File: src/rtl/spram_ctrl.sv
// ============================================================================
// spram_ctrl : load/store request controller for the single-port data SPRAM
//              (sub-word stores done as read-modify-write)
// Revision   : 1.0
// ============================================================================
`default_nettype none

module spram_ctrl (
  input  logic        clk,
  input  logic        rst,
  input  logic        req_valid,
  output logic        req_ready,
  input  logic        req_we,
  input  logic [1:0]  req_size,
  input  logic        req_signed,
  input  logic [14:0] req_addr,
  input  logic [31:0] req_wdata,
  output logic        resp_valid,
  output logic [31:0] resp_rdata,
  output logic        resp_err,
  output logic        mem_rd_en,
  output logic [14:0] mem_addr,
  input  logic [31:0] mem_rd_data,
  input  logic        mem_rd_valid,
  output logic        mem_wr_en,
  output logic [31:0] mem_wr_data
);

  typedef enum logic [2:0] {
    S_IDLE = 3'd0,
    S_RD   = 3'd1,
    S_WAIT = 3'd2,
    S_WR   = 3'd3,
    S_RESP = 3'd4
  } state_t;

  state_t      state_q, state_d;
  logic        we_q, we_d;
  logic [1:0]  size_q, size_d;
  logic        signed_q, signed_d;
  logic [14:0] addr_q, addr_d;
  logic [31:0] wdata_q, wdata_d;
  logic [31:0] rdata_q, rdata_d;
  logic        err_q, err_d;

  logic        w_req_err;
  logic [7:0]  w_byte;
  logic [15:0] w_half;
  logic [31:0] w_load;
  logic [31:0] w_merged;

  // Misaligned or illegal-size requests complete immediately with an error.
  always_comb begin
    w_req_err = 1'b0;
    case (req_size)
      2'd0:    w_req_err = 1'b0;
      2'd1:    w_req_err = req_addr[0];
      2'd2:    w_req_err = (req_addr[1:0] != 2'b00);
      default: w_req_err = 1'b1;
    endcase
  end

  // Lane extraction for loads and lane merge for sub-word stores.
  always_comb begin
    w_byte = mem_rd_data[7:0];
    case (addr_q[1:0])
      2'd0:    w_byte = mem_rd_data[7:0];
      2'd1:    w_byte = mem_rd_data[15:8];
      2'd2:    w_byte = mem_rd_data[23:16];
      default: w_byte = mem_rd_data[31:24];
    endcase
    w_half = addr_q[1] ? mem_rd_data[31:16] : mem_rd_data[15:0];

    w_load = mem_rd_data;
    case (size_q)
      2'd0:    w_load = {{24{signed_q & w_byte[7]}}, w_byte};
      2'd1:    w_load = {{16{signed_q & w_half[15]}}, w_half};
      default: w_load = mem_rd_data;
    endcase

    w_merged = mem_rd_data;
    if (size_q == 2'd0) begin
      case (addr_q[1:0])
        2'd0:    w_merged[7:0]   = wdata_q[7:0];
        2'd1:    w_merged[15:8]  = wdata_q[7:0];
        2'd2:    w_merged[23:16] = wdata_q[7:0];
        default: w_merged[31:24] = wdata_q[7:0];
      endcase
    end else if (addr_q[1]) begin
      w_merged[31:16] = wdata_q[15:0];
    end else begin
      w_merged[15:0]  = wdata_q[15:0];
    end
  end

  always_comb begin
    state_d  = state_q;
    we_d     = we_q;
    size_d   = size_q;
    signed_d = signed_q;
    addr_d   = addr_q;
    wdata_d  = wdata_q;
    rdata_d  = rdata_q;
    err_d    = err_q;
    case (state_q)
      S_IDLE: begin
        if (req_valid) begin
          we_d     = req_we;
          size_d   = req_size;
          signed_d = req_signed;
          addr_d   = req_addr;
          wdata_d  = req_wdata;
          rdata_d  = 32'h0;
          err_d    = w_req_err;
          if (w_req_err) begin
            state_d = S_RESP;
          end else if (req_we && (req_size == 2'd2)) begin
            state_d = S_WR;
          end else begin
            state_d = S_RD;
          end
        end
      end
      S_RD: state_d = S_WAIT;
      S_WAIT: begin
        if (mem_rd_valid) begin
          if (we_q) begin
            wdata_d = w_merged;
            state_d = S_WR;
          end else begin
            rdata_d = w_load;
            state_d = S_RESP;
          end
        end
      end
      S_WR:    state_d = S_RESP;
      S_RESP:  state_d = S_IDLE;
      default: state_d = S_IDLE;
    endcase
  end

  always_ff @(posedge clk or posedge rst) begin
    if (rst) begin
      state_q  <= S_IDLE;
      we_q     <= 1'b0;
      size_q   <= 2'd0;
      signed_q <= 1'b0;
      addr_q   <= 15'h0;
      wdata_q  <= 32'h0;
      rdata_q  <= 32'h0;
      err_q    <= 1'b0;
    end else begin
      state_q  <= state_d;
      we_q     <= we_d;
      size_q   <= size_d;
      signed_q <= signed_d;
      addr_q   <= addr_d;
      wdata_q  <= wdata_d;
      rdata_q  <= rdata_d;
      err_q    <= err_d;
    end
  end

  // Strobes decode purely from the state register so reset drops them at once.
  assign req_ready   = (state_q == S_IDLE);
  assign mem_rd_en   = (state_q == S_RD);
  assign mem_wr_en   = (state_q == S_WR);
  assign resp_valid  = (state_q == S_RESP);
  assign resp_rdata  = resp_valid ? rdata_q : 32'h0;
  assign resp_err    = resp_valid & err_q;
  assign mem_addr    = addr_q;
  assign mem_wr_data = req_ready ? 32'h0 : wdata_q;

endmodule

`default_nettype wire

File: config.mk
export PLATFORM = sky130hd
export DESIGN_NAME = spram_ctrl
export DESIGN_NICKNAME = d
export VERILOG_FILES = /design/src/rtl/spram_ctrl.sv
export SDC_FILE = /design/constraint.sdc
export NUM_CORES = 1
export LEC_CHECK = 0
export ABC_CLOCK_PERIOD_IN_PS = 7050
export CAP_MARGIN = 10
export CORE_UTILIZATION = 50
export CTS_CLUSTER_DIAMETER = 100
export DETAILED_ROUTE_END_ITERATION = 8
export PLACE_DENSITY = 0.84
export SETUP_SLACK_MARGIN = 0.05
export SYNTH_ARGS = -nofsm -noshare
export SYNTH_HDL_FRONTEND = slang
export SYNTH_SLANG_ARGS = --single-unit
File: constraint.sdc
create_clock -name clk -period 7.05 [get_ports clk]
set_input_delay 1.41 -clock clk [delete_from_list [all_inputs] [get_ports clk]]
set_output_delay 1.41 -clock clk [all_outputs]
set_load 0.01 [all_outputs]
==> results.cfg <==
[timing]
tightest_slew_ns = 1.13
post-route-min-period_ns = 3.57
post-route-period-util_pct = 50.6
whs_ns = 0.481
hold_viol = 0
finalSetupViolCount = 0
setup_tns_ns = 0
clock_skew_ns = 0.0114
maxSlewViolCount = 0
grt_setup_unrepaired = no
relSlewSlack_pct = 24.4
max_freq_mhz = 280

[logic_synthesis]
ys_warn_count = 0
ys_top_cells_by_area = dfrtp_1, mux2_2, nand2_1
synth.most_common_cell = nand2_1
syn_avg_cell_area_sq_um = 9.37
yosysTopAreaCellShare_pct = 44.0
postSynthCellCount = 528
ys_ff_latch = 87
syn_nets = 615
synthFlopType = dfrtp_1
yosys-top-cells-count = nand2_1, dfrtp_1, and2_1, mux2_2, nor2b_1
netlist_area_sq_um = 4950
ys_types = 48
yosysSeqAreaShare_pct = 44.0
synth_area_leader_cell = dfrtp_1
async_flop_share_pct = 100
synth_edf_count = 0

[floorplanning]
core-area_sq_um = 9420
num_rows = 35
start_util_pct = 52.6
die_w_um = 101
die_area_sq_um = 10300
die_h_um = 101
io_pins = 171

[power]
p_leak_nw = 2.93
total_power_mw = 2.81
power_density_nw_per_um2 = 407
vdd_drop_max_mv = 0.237

[critical_path]
path_buf_inv = 1
cp.required_ns = 5.64
slowest_delay_ns = 1.06
slowest_stage = dfrtp_1
cp_max_fo = 30
critPathLaunchType = flop
r2r_start = mem_addr[1]
crit_family = flip-flops
path_cells = clkdlybuf4s50_1
end_kind = primary output
setup.worst_path.class = reg -> out
cp-startpoint = mem_addr[1]
arrival_ns = 2.16

[global_routing]
overflow = 0
grt_usage_pct = 31.5
grt_max_degree = 88
grt_pass1_wl_mm = 24.5
antenna_found_initial = 0
grt_pass1_vias = 4723

[drt]
wl_per_cell_um = 19.6
dr.pass1.iters = 5
drt_first_iter_violations = 324
drt-vias-per-instance = 5.91
drt_wl_total_mm = 15.8
vias = 4761
drc = 0
postRouteAntennaNets = 0

[finish]
antenna_cells = 0
layout.nets = 759
syn_to_final_growth_pct = 39.5
drive_above_1_share_pct = 10.8

[clock_network]
cts_setup_buffers = 0
h-tree-depth = 3
insertion_delay_ns = 0.37
clk_path_buf_depth = 2
clock_sinks = 87
cts_tree = done
hold_buffers = 0
cts_buffers = 9
clkTransAtPathRegs_ns = 0.10
post_cts_resized = 0
root_buffer = clkbuf_8

[min_path]
min_from = err_q
hold_class = reg -> reg

[outcome]
status = complete, no violations

[placed_design]
io_buffer_count = 170
gp_congestion = 0.851
dp_hpwl_mm = 11.4

[job]
cap_violations = 0
-- cells by family after synthesis --
group	count (synthesis)	share of synthesized area (%)
AND/OR/NAND/NOR	229	23.5
AO/OA/AOI/OAI	121	18.1
flip-flops	87	44.0
buffers and inverters	46	4.17
multiplexers	45	10.2
-- registers in the layout, indices dropped and copies added, names as in the netlist --
register  count
we_q          1
signed_q      1
state_q       3
rdata_q      32
mem_addr     15
err_q         1
size_q        2
wdata_q      32
-- final cells by class --
cell class,instances,area (sq um)
multi-input cells,395,2580
flip-flops and latches,87,2180
inverters,4,16.3
clock buffers,9,124
repair buffers,175,1740
clock inverters,7,101
fillers,692,2510
well taps,129,161
-- worst paths after layout --
kind | slack, ns | cells after the start | endpoint
min in group asynchronous | 1.72 | 3 | signed_q
setup / recovery | 3.48 | 1 | mem_addr[1]
hold / removal | 0.48 | 2 | err_q
max in group asynchronous | 4.61 | 3 | wdata_q[29]
hold reg to reg | 0.48 | 2 | err_q
setup reg to reg | 4.16 | 4 | wdata_q[31]
-- per-layer routing --
metal	part of all wire [%]	wire, um	up-vias	track usage, %
met1	41	6420	2281	40.4
met5	0	0	-	0
met4	3.5	555	0	12.8
li1	-	-	2157	-
met2	47	7460	285	52.1
met3	8.6	1350	38	6.56
-- cells in the final DEF, fill, tap and decap left out, types with 9 or more instances in the layout --
cell	Yosys	routed
mux2i_1	9	9
and2_1	35	35
a221o_1	10	10
o21ai_0	25	25
nand2b_1	10	10
nand2_1	93	93
a21oi_1	11	11
a31oi_1	16	16
clkbuf_8	0	9
nor2b_1	35	35
nor2_1	29	29
clkdlybuf4s50_1	0	170
o221ai_1	9	9
dfrtp_1	87	87
and3_1	10	10
mux2_2	35	35
-- stage by stage --
step	cell area [sq um]	utilization, %	setup WS (ns)	cells
floorplan	4950	-	3.39	528
global placement	6680	70.9	3.33	790
detailed placement	6680	70.9	3.23	790
CTS	6900	73.3	3.49	806
global route	6900	73.3	3.36	806
finish	6900	73.3	3.48	806
-- report_power, final --
group	internal, mW	switching, mW	leakage (nW)	total (mW)
Sequential	0.698	0.225	1.10	0.923
Combinational	0.746	0.734	1.72	1.48
Clock	0.203	0.201	0.107	0.405
Note: power is estimated with default switching activity, not from simulation.
